$ cat config.mk
export PLATFORM = sky130hd
export DESIGN_NAME = imem_loader
export DESIGN_NICKNAME = d
export VERILOG_FILES = /design/src/rtl/imem_loader_pkg.sv /design/src/rtl/imem_loader_uart_rx.sv /design/src/rtl/imem_loader.sv
export SDC_FILE = /design/constraint.sdc
export NUM_CORES = 1
export LEC_CHECK = 0
export ABC_AREA = 0
export ABC_CLOCK_PERIOD_IN_PS = 4400
export CORE_AREA = 2 2 109 111
export CTS_CLUSTER_SIZE = 28
export DETAILED_ROUTE_END_ITERATION = 8
export DIE_AREA = 0 0 111 113
export DONT_BUFFER_PORTS = 1
export HOLD_SLACK_MARGIN = 0.03
export PLACE_DENSITY = 0.69
export SYNTH_ARGS = -nofsm -noshare
export SYNTH_HDL_FRONTEND = slang
export SYNTH_SLANG_ARGS = --single-unit
$ cat constraint.sdc
create_clock -name clock -period 4.4 [get_ports clock]
set_clock_uncertainty 0.15 [all_clocks]
set_input_delay 0.88 -clock clock [delete_from_list [all_inputs] [get_ports clock]]
set_output_delay 0.88 -clock clock [all_outputs]
set_load 0.02 [all_outputs]
$ cat src/rtl/imem_loader_pkg.sv
// Shared constants and state types for the UART instruction-memory loader.
// IMEM_LOADER_CHECKSUM_EN adds the CHK state for a trailing XOR checksum byte.
package imem_loader_pkg;
  localparam int LEN_BYTES            = 2;
  localparam int BYTES_PER_WORD       = 4;
  localparam int CLKS_PER_BIT_DEFAULT = 868;

  typedef enum logic [2:0] {
    ST_LEN0,
    ST_LEN1,
    ST_DATA,
`ifdef IMEM_LOADER_CHECKSUM_EN
    ST_CHK,
`endif
    ST_DONE,
    ST_ERROR
  } load_state_t;

  typedef enum logic [1:0] {
    RX_IDLE,
    RX_START,
    RX_DATA,
    RX_STOP
  } rx_state_t;
endpackage

$ cat src/rtl/imem_loader_uart_rx.sv
// 8N1 UART receiver: 2-flop synchronizer, mid-bit sampling, start-glitch rejection.
// byte_valid / framing_err are single-cycle pulses in the stop-bit sample cycle.
module uart_rx
  import imem_loader_pkg::*;
#(
  parameter int CLKS_PER_BIT = CLKS_PER_BIT_DEFAULT
) (
  input  logic       clock,
  input  logic       reset,
  input  logic       rx,
  output logic [7:0] data_byte,
  output logic       byte_valid,
  output logic       framing_err
);
  localparam int CW = $clog2(CLKS_PER_BIT + 1);
  localparam logic [CW-1:0] FULL = CW'(CLKS_PER_BIT - 1);
  localparam logic [CW-1:0] HALF = CW'(CLKS_PER_BIT / 2 - 1);

  logic          rx_meta;
  logic          rx_sync;
  logic          rx_prev;
  rx_state_t     state;
  logic [CW-1:0] cnt;
  logic [2:0]    bit_idx;
  logic [7:0]    shift;

  always_ff @(posedge clock) begin
    if (reset) begin
      rx_meta <= 1'b1;
      rx_sync <= 1'b1;
      rx_prev <= 1'b1;
      state   <= RX_IDLE;
      cnt     <= '0;
      bit_idx <= '0;
      shift   <= '0;
    end else begin
      rx_meta <= rx;
      rx_sync <= rx_meta;
      rx_prev <= rx_sync;
      case (state)
        RX_IDLE: begin
          if (rx_prev && !rx_sync) begin
            state <= RX_START;
            cnt   <= HALF;
          end
        end
        RX_START: begin
          if (cnt != '0) begin
            cnt <= cnt - 1'b1;
          end else if (rx_sync) begin
            state <= RX_IDLE;   // start bit vanished: treat as a glitch
          end else begin
            state   <= RX_DATA;
            cnt     <= FULL;
            bit_idx <= '0;
          end
        end
        RX_DATA: begin
          if (cnt != '0) begin
            cnt <= cnt - 1'b1;
          end else begin
            shift   <= {rx_sync, shift[7:1]};
            cnt     <= FULL;
            bit_idx <= bit_idx + 3'd1;
            if (bit_idx == 3'd7) state <= RX_STOP;
          end
        end
        RX_STOP: begin
          if (cnt != '0) cnt <= cnt - 1'b1;
          else           state <= RX_IDLE;
        end
        default: state <= RX_IDLE;
      endcase
    end
  end

  assign data_byte   = shift;
  assign byte_valid  = (state == RX_STOP) && (cnt == '0) && rx_sync;
  assign framing_err = (state == RX_STOP) && (cnt == '0) && !rx_sync;
endmodule

$ cat src/rtl/imem_loader.sv
// Loads a length-prefixed little-endian word image from UART into instruction memory,
// holding the CPU in reset until done. IMEM_LOADER_CHECKSUM_EN enables the XOR checksum byte.
//   state    | meaning
//   LEN0     | waiting for word-count low byte
//   LEN1     | waiting for word-count high byte, range check
//   DATA     | assembling words, strobing memory writes
//   CHK      | waiting for checksum byte (checksum build only)
//   DONE     | image accepted, CPU released; a new byte restarts the load
//   ERROR    | terminal until reset
module imem_loader
  import imem_loader_pkg::*;
#(
  parameter int WIDTH        = 32,
  parameter int IMEM_DEPTH   = 512,
  parameter int CLKS_PER_BIT = CLKS_PER_BIT_DEFAULT
) (
  input  logic             clock,
  input  logic             reset,
  input  logic             rx,
  output logic             ins_mem_en,
  output logic [WIDTH-1:0] ins_mem_addr,
  output logic [WIDTH-1:0] ins_mem_data,
  output logic             cpu_reset,
  output logic             done,
  output logic             error
);
  localparam logic [16:0] DEPTH_L  = 17'(IMEM_DEPTH);
  localparam logic [1:0]  LAST_BYTE = 2'(BYTES_PER_WORD - 1);

  logic [7:0]  rx_byte;
  logic        byte_valid;
  logic        framing_err;
  load_state_t state;
  logic [7:0]  len_lo;
  logic [15:0] len_word;
  logic [15:0] last_idx;
  logic [1:0]  byte_cnt;

  uart_rx #(.CLKS_PER_BIT(CLKS_PER_BIT)) u_uart_rx (
    .clock       (clock),
    .reset       (reset),
    .rx          (rx),
    .data_byte   (rx_byte),
    .byte_valid  (byte_valid),
    .framing_err (framing_err)
  );

  assign len_word = {rx_byte, len_lo};

`ifdef IMEM_LOADER_CHECKSUM_EN
  logic [7:0] chk;

  // Running XOR of every byte of the current load, seeded by the first count byte.
  always_ff @(posedge clock) begin
    if (reset) begin
      chk <= '0;
    end else if (byte_valid) begin
      chk <= (state == ST_LEN0 || state == ST_DONE) ? rx_byte : (chk ^ rx_byte);
    end
  end
`endif

  always_ff @(posedge clock) begin
    if (reset) begin
      state        <= ST_LEN0;
      len_lo       <= '0;
      last_idx     <= '0;
      byte_cnt     <= '0;
      ins_mem_en   <= 1'b0;
      ins_mem_addr <= '0;
      ins_mem_data <= '0;
      cpu_reset    <= 1'b1;
      done         <= 1'b0;
      error        <= 1'b0;
    end else begin
      ins_mem_en <= 1'b0;
      if (framing_err && state != ST_ERROR) begin
        state     <= ST_ERROR;
        error     <= 1'b1;
        cpu_reset <= 1'b1;
        done      <= 1'b0;
      end else begin
        case (state)
          ST_LEN0: begin
            if (byte_valid) begin
              len_lo <= rx_byte;
              state  <= ST_LEN1;
            end
          end
          ST_LEN1: begin
            if (byte_valid) begin
              if (len_word == 16'd0) begin
`ifdef IMEM_LOADER_CHECKSUM_EN
                state <= ST_CHK;
`else
                state     <= ST_DONE;
                done      <= 1'b1;
                cpu_reset <= 1'b0;
`endif
              end else if ({1'b0, len_word} > DEPTH_L) begin
                state <= ST_ERROR;
                error <= 1'b1;
              end else begin
                state        <= ST_DATA;
                last_idx     <= len_word - 16'd1;
                byte_cnt     <= '0;
                ins_mem_addr <= '0;
              end
            end
          end
          ST_DATA: begin
            if (ins_mem_en) begin
              // Cycle after a strobe: advance address, leave after the last word.
              ins_mem_addr <= ins_mem_addr + WIDTH'(1);
              if (ins_mem_addr == WIDTH'(last_idx)) begin
`ifdef IMEM_LOADER_CHECKSUM_EN
                state <= ST_CHK;
`else
                state     <= ST_DONE;
                done      <= 1'b1;
                cpu_reset <= 1'b0;
`endif
              end
            end else if (byte_valid) begin
              ins_mem_data <= {rx_byte, ins_mem_data[WIDTH-1:8]};
              byte_cnt     <= byte_cnt + 2'd1;
              if (byte_cnt == LAST_BYTE) ins_mem_en <= 1'b1;
            end
          end
`ifdef IMEM_LOADER_CHECKSUM_EN
          ST_CHK: begin
            if (byte_valid) begin
              if (rx_byte == chk) begin
                state     <= ST_DONE;
                done      <= 1'b1;
                cpu_reset <= 1'b0;
              end else begin
                state <= ST_ERROR;
                error <= 1'b1;
              end
            end
          end
`endif
          ST_DONE: begin
            if (byte_valid) begin
              len_lo       <= rx_byte;
              state        <= ST_LEN1;
              cpu_reset    <= 1'b1;
              done         <= 1'b0;
              ins_mem_addr <= '0;
            end
          end
          ST_ERROR: ;
          default: begin
            state <= ST_ERROR;
            error <= 1'b1;
          end
        endcase
      end
    end
  end
endmodule

==> flow_metrics.env, run 1 <==
export IMPL_outcome="finished clean"
export IMPL_tns_ns=0
export IMPL_tritoncts="done"
export IMPL_hold_buffers=0
export IMPL_final_max_slew_viol_count=0
export IMPL_vdd_drop_max_mv=0.4311
export IMPL_dieHeight_um=113
export IMPL_diodes=0
export IMPL_max_freq_mhz=317.1
export IMPL_relSlewSlack=0.2084
export IMPL_synth_avg_cell_area_um2=7.799
export IMPL_cp_cell_sequence="inv_1 > ha_1 > nor4b_4 > nand4_1 > and4bb_2 > o211a_1 > a21boi_0 > o21ba_2"
export IMPL_grt_max_degree=121
export IMPL_antenna_found_initial=0
export IMPL_clkTransAtPathRegs_ns=0.06
export IMPL_ys_seq_area_frac=0.4064
export IMPL_rows=39
export IMPL_ff_latch_area_um2=2462
export IMPL_crit_type="flip-flop to flip-flop"
export IMPL_htreeDepth=4
export IMPL_power_density_nw_per_um2=419.6
export IMPL_post_route_period_util=0.7168
export IMPL_area_delta_synth_final_pct=9.746
export IMPL_cp_max_fo=18
export IMPL_multi_input_area_um2=3319
export IMPL_dieWidth_um=111
export IMPL_synthCells=777
export IMPL_synth_top_cell_area_share=0.4064
export IMPL_post_cts_buffers=0
export IMPL_start_kind="flip-flop"
export IMPL_fin_util=0.5900
export IMPL_routed_wl_um=14930
export IMPL_synth_area_um2=6060
export IMPL_critPathBufInv=1
export IMPL_dr_pass1_iters=5
export IMPL_synth_async_reset_ratio=0
export IMPL_cp_end_kind="flip-flop"
export IMPL_crit_family="simple AND/OR/NAND/NOR gates"
export IMPL_finalCriticalPeriod_ns=3.154
export IMPL_cts_buffers=17
export IMPL_yosys_top_cells_area="dfxtp_1 41%, nand2_1 9.4%, a21oi_1 8.5%, nor2_1 3.5%, o21ai_0 2.6%"
export IMPL_gp_congestion=0.8570
export IMPL_setup_violations_final=0
export IMPL_clkLatencyLatePin_ns=0.43
export IMPL_p_leak_nw=2.267
export IMPL_ys_warn_count=0
export IMPL_cts_buffer_depth=2
export IMPL_synth_cell_type_count=61
export IMPL_cts_resized=0
export IMPL_clock_sinks=123
export IMPL_layout_drive_gt1_share=0.08246
export IMPL_wl_per_cell_um=16.46
export IMPL_fillers=1005
export IMPL_synth_nets=792
export IMPL_synthFlopType="dfxtp_1"
export IMPL_arrival_ns=3.32
export IMPL_required_ns=4.57
export IMPL_grt_busiest_layer="met2"
export IMPL_whs_ns=0.2645
export IMPL_overflow=0
export IMPL_clockRootBuffer="clkbuf_16"
export IMPL_worst_slew_pin_slew_ns=1.182
export IMPL_drt_iter0_drc=437
export IMPL_initial_core_util=0.5376
export IMPL_grt_use_met2=0.3971
export IMPL_core_area_um2=11270
export IMPL_drcViolationCount=0
export IMPL_viasPerCell=6.080
export IMPL_synth_edf_count=0
export IMPL_via_count=5515
export IMPL_use_met3=0.08088
export IMPL_die_area_um2=12540
export IMPL_synthDominantAreaCellType="dfxtp_1"
export IMPL_rsz0062_at_grt="no"
export IMPL_grt_pass1_vias=5253
export IMPL_critical_path_slowest_cell="o211a_1"
export IMPL_cpPeakStageDelay_ns=0.58
export IMPL_hold_viol=0
export IMPL_grt_usage=0.2431
export IMPL_design_final_nets=766
export IMPL_io_pins=71
export IMPL_drtAntennaViolNets=0
export IMPL_grt_pass1_wl_um=25070
export IMPL_maxCapViolations=0
export IMPL_hp_class="flip-flop to flip-flop"
export IMPL_dp_hpwl_um=9822
export IMPL_io_buffer_count=0
export IMPL_grtUsageMet1=0.2957
export IMPL_synth_seq_cells=123
worst register-to-register path, cell delays in order, from the launching register on:
cell      delay [ns]
dfxtp_1         0.35
inv_1           0.08
ha_1            0.23
nor4b_4         0.42
nand4_1         0.37
and4bb_2        0.45
o211a_1         0.58
a21boi_0        0.18
o21ba_2         0.24
through the flow:
| step | instance area (um2) | std cells | total power, W | worst slack, ns |
|---|---|---|---|---|
| after floorplan | 6060 | 777 | 0.001380 | 1.839 |
| after global routing | 6650 | 907 | 0.002894 | 1.024 |
| final | 6650 | 907 | 0.002790 | 1.246 |
| after global placement | 6062 | 875 | 0.001404 | 1.351 |
| after CTS | 6650 | 907 | 0.002804 | 1.244 |
| after detailed placement | 6062 | 875 | 0.001409 | 1.253 |
flip-flops by register name (all words and copies together), names as in the netlist, named ones only:
signal / cells
byte_cnt: 2
cpu_reset: 1
done: 1
error: 1
ins_mem_addr: 32
ins_mem_data: 32
ins_mem_en: 1
last_idx: 16
len_lo: 8
state: 3
u_uart_rx.bit_idx: 3
u_uart_rx.cnt: 10
u_uart_rx.data_byte: 8
u_uart_rx.rx_meta: 1
u_uart_rx.rx_prev: 1
u_uart_rx.rx_sync: 1
u_uart_rx.state: 1
cell families (layout without fill, tap and decap cells):
logic type                 count (synthesis)  in the layout  share of synthesized area
muxes                                      4              4                   0.006608
and+or+nand+nor                          345            345                     0.2802
xor gates and xnor gates                  25             25                    0.03613
adders and majority gates                 12             12                    0.02478
buffers and inverters                     67             54                    0.04832
DFF                                      123            123                     0.4064
AOI/OAI and AO/OA                        201            201                     0.1976
area by class of cell:
| type | count | share of cell area |
|---|---|---|
| repair buffers | 5 | 0.005644 |
| clock inverters | 14 | 0.02389 |
| well taps | 143 | 0.02691 |
| flip-flops and latches | 123 | 0.3703 |
| clock buffers | 18 | 0.06453 |
| inverters | 17 | 0.009595 |
| multi-input cells | 587 | 0.4992 |
synth_stat cells, drive strengths merged (2+ instances only):
| cell type | number |
|---|---|
| nand2 | 152 |
| dfxtp | 123 |
| a21oi | 103 |
| nor2 | 57 |
| clkbuf | 35 |
| o21ai | 32 |
| nand3 | 29 |
| nor3 | 29 |
| a311oi | 18 |
| nand4 | 18 |
| inv | 17 |
| xor2 | 16 |
| buf | 14 |
| nor4 | 14 |
| ha | 12 |
| or3 | 11 |
| a211oi | 9 |
| a31oi | 9 |
| xnor2 | 9 |
| o21a | 7 |
| o31ai | 6 |
| or2 | 5 |
| or4 | 5 |
| and3 | 4 |
| mux2i | 4 |
| a41oi | 3 |
| and2 | 3 |
| nand2b | 3 |
| nand3b | 3 |
| nor3b | 3 |
| o211ai | 3 |
| and2b | 2 |
| nor4b | 2 |
| o21ba | 2 |
| or4b | 2 |
final timing paths:
| kind | from | to | slack (ns) | depth (start not counted) |
|---|---|---|---|---|
| hold / removal | u_uart_rx.rx_meta | u_uart_rx.rx_sync | 0.26 | 1 |
| setup reg to reg | u_uart_rx.cnt[0] | ins_mem_addr[31] | 1.25 | 8 |
| hold reg to reg | u_uart_rx.rx_meta | u_uart_rx.rx_sync | 0.26 | 1 |
| setup / recovery | u_uart_rx.cnt[0] | ins_mem_addr[31] | 1.25 | 8 |
metal layers:
metal / vias up / part of all wire
met4: 0 / 0.019
met2: 193 / 0.47
li1: 2712 / -
met5: - / 0
met1: 2581 / 0.44
met3: 29 / 0.069
power breakdown:
part	leakage [nW]	switching, W	internal (W)
registers	0.992	0.0000274	0.00113
logic	0.986	0.000150	0.0000823
clock network	0.288	0.000554	0.000846
placed cells by master, fill, tap and decap left out, types with 6 or more instances in the layout:
| master | netlist | final |
|---|---|---|
| dfxtp_1 | 123 | 123 |
| xnor2_1 | 9 | 9 |
| or3_1 | 9 | 9 |
| nand3_1 | 28 | 28 |
| inv_1 | 17 | 17 |
| o21ai_0 | 32 | 32 |
| a311oi_1 | 18 | 18 |
| o21a_1 | 7 | 7 |
| nor3_1 | 27 | 24 |
| nor4_1 | 10 | 10 |
| nor2_1 | 57 | 57 |
| o31ai_1 | 6 | 6 |
| a211oi_1 | 9 | 9 |
| a21oi_1 | 103 | 103 |
| clkbuf_16 | 0 | 17 |
| nand4_1 | 17 | 17 |
| xor2_1 | 16 | 16 |
| nand2_1 | 152 | 152 |
| ha_1 | 12 | 12 |
| inv_6 | 0 | 6 |
| a31oi_1 | 9 | 9 |
Power figures use the tool's default switching activity.
==> inputs of run 2 (changes only) <==
--- a/config.mk
+++ b/config.mk
@@ -6,14 +6,14 @@
 export NUM_CORES = 1
 export LEC_CHECK = 0
 export ABC_AREA = 0
-export ABC_CLOCK_PERIOD_IN_PS = 4400
+export ABC_CLOCK_PERIOD_IN_PS = 2900
 export CORE_AREA = 2 2 109 111
 export CTS_CLUSTER_SIZE = 28
 export DETAILED_ROUTE_END_ITERATION = 8
 export DIE_AREA = 0 0 111 113
 export DONT_BUFFER_PORTS = 1
 export HOLD_SLACK_MARGIN = 0.03
-export PLACE_DENSITY = 0.69
+export PLACE_DENSITY = 0.71
 export SYNTH_ARGS = -nofsm -noshare
 export SYNTH_HDL_FRONTEND = slang
 export SYNTH_SLANG_ARGS = --single-unit
==> constraint.sdc (replaced) <==
create_clock -name clock -period 2.9 [get_ports clock]
set_clock_uncertainty 0.15 [all_clocks]
set_input_delay 0.58 -clock clock [delete_from_list [all_inputs] [get_ports clock]]
set_output_delay 0.58 -clock clock [all_outputs]
set_load 0.02 [all_outputs]
==> flow_metrics.env, run 2 (synthesized netlist as in run 1, its figures left out) <==
export IMPL_outcome="finished clean"
export IMPL_startpoint="u_uart_rx.cnt[0]"
export IMPL_setup_violations_final=0
export IMPL_cts_resized=0
export IMPL_grtUsageMet1=0.2966
export IMPL_ff_latch_area_um2=2462
export IMPL_mostFrequentLayoutCell="nand2_1"
export IMPL_post_route_period_util=0.9249
export IMPL_viasPerCell=6.079
export IMPL_cp_end_kind="flip-flop"
export IMPL_via_count=5672
export IMPL_grt_pass1_vias=5234
export IMPL_hp_class="primary input to flip-flop"
export IMPL_post_cts_buffers=0
export IMPL_gp_congestion=0.8620
export IMPL_grt_max_degree=121
export IMPL_cts_buffers=17
export IMPL_grt_usage=0.2432
export IMPL_use_met3=0.07981
export IMPL_hold_viol=0
export IMPL_io_pins=71
export IMPL_clkLatencyLatePin_ns=0.43
export IMPL_grt_busiest_layer="met2"
export IMPL_dp_hpwl_um=10110
export IMPL_rows=39
export IMPL_start_kind="flip-flop"
export IMPL_routed_wl_um=15020
export IMPL_io_buffer_count=0
export IMPL_initial_core_util=0.5376
export IMPL_maxCapViolations=0
export IMPL_grt_use_met2=0.3943
export IMPL_min_from="reset"
export IMPL_power_density_nw_per_um2=644.3
export IMPL_whs_ns=0.07537
export IMPL_hold_buffers=0
export IMPL_relSlewSlack=0.6022
export IMPL_clockRootBuffer="clkbuf_16"
export IMPL_die_area_um2=12540
export IMPL_wl_per_cell_um=16.10
export IMPL_core_area_um2=11270
export IMPL_vdd_drop_max_mv=0.5138
export IMPL_overflow=0
export IMPL_fillers=997
export IMPL_max_freq_mhz=372.8
export IMPL_drtAntennaViolNets=0
export IMPL_crit_type="flip-flop to flip-flop"
export IMPL_worst_slew_pin_slew_ns=0.5967
export IMPL_cts_buffer_depth=2
export IMPL_tns_ns=0
export IMPL_finalCriticalPeriod_ns=2.682
export IMPL_drt_iter0_drc=570
export IMPL_clock_sinks=123
export IMPL_area_delta_synth_final_pct=13.86
export IMPL_rr_startpoint="u_uart_rx.cnt[0]"
export IMPL_p_leak_nw=2.418
export IMPL_final_max_slew_viol_count=0
export IMPL_drcViolationCount=0
export IMPL_htreeDepth=4
export IMPL_grt_pass1_wl_um=25310
export IMPL_layout_drive_gt1_share=0.1139
export IMPL_dr_pass1_iters=5
export IMPL_antenna_found_initial=0
export IMPL_cp_max_fo=8
export IMPL_multi_input_area_um2=3323
export IMPL_dieWidth_um=111
export IMPL_rsz0062_at_grt="no"
export IMPL_layout_common_cells="152 x nand2_1, 123 x dfxtp_1, 103 x a21oi_1"
export IMPL_dieHeight_um=113
export IMPL_diodes=0
export IMPL_design_final_nets=792
export IMPL_clkTransAtPathRegs_ns=0.06
export IMPL_reg_top3="ins_mem_addr: 32 flops, ins_mem_data: 32 flops, last_idx: 16 flops"
export IMPL_tritoncts="done"
export IMPL_required_ns=3.11
export IMPL_arrival_ns=2.89
## run 2: cell count changes in the layout (fill, tap and decap cells not counted)
cell / delta
or4b_4: +1
clkinv_2: -2
bufinv_16: +2
or4b_1: -1
clkinv_4: +2
buf_4: +26
inv_6: -2
## run 2: path summary, 6_finish.rpt
kind	cells past startpoint	end	slack, ns
max reg2reg	8	ins_mem_addr[10]	0.22
min reg2reg	1	u_uart_rx.rx_sync	0.26
min	1	ins_mem_addr[25]	0.08
max	8	ins_mem_addr[10]	0.22
## run 2: area by class of cell
class,instances,area share
Clock buffer,18,0.06221
Clock inverter,14,0.03029
Inverter,17,0.009249
Multi-Input combinational cell,587,0.4817
Sequential cell,123,0.3569
Tap cell,143,0.02593
Timing Repair Buffer,31,0.03373
## run 2: metal layers
metal  vias up  share of wire
met5         -              0
met4         0          0.024
met3        36          0.077
met2       216           0.47
met1      2656           0.43
li1       2764              -
## run 2: power breakdown
part           switching [W]  total (W)  internal (W)
sequential         0.0000399    0.00176       0.00172
clock               0.000837    0.00229       0.00146
combinational       0.000236   0.000395      0.000159
total                0.00111    0.00445       0.00333
## run 2: through the flow
| stage | area [um2] | worst slack (ns) | power [W] | utilization | instances |
|---|---|---|---|---|---|
| global route | 6899 | 0.06311 | 0.004592 | 0.6121 | 933 |
| floorplan | 6060 | 0.3389 | 0.002094 | - | 777 |
| CTS | 6895 | 0.1752 | 0.004464 | 0.6117 | 933 |
| finish | 6899 | 0.2178 | 0.004445 | 0.6121 | 933 |
| global placement | 6257 | 0.3337 | 0.002165 | 0.5551 | 901 |
| detailed placement | 6257 | 0.1991 | 0.002174 | 0.5551 | 901 |
## run 2: worst max-delay path, stage by stage, from the launching register on
cell and delay (ns):
dfxtp_1 0.35, inv_1 0.08, ha_1 0.22, nor4b_4 0.30
nand4_2 0.17, and3_4 0.23, or3_1 0.45, or4b_1 0.50
a21oi_1 0.15
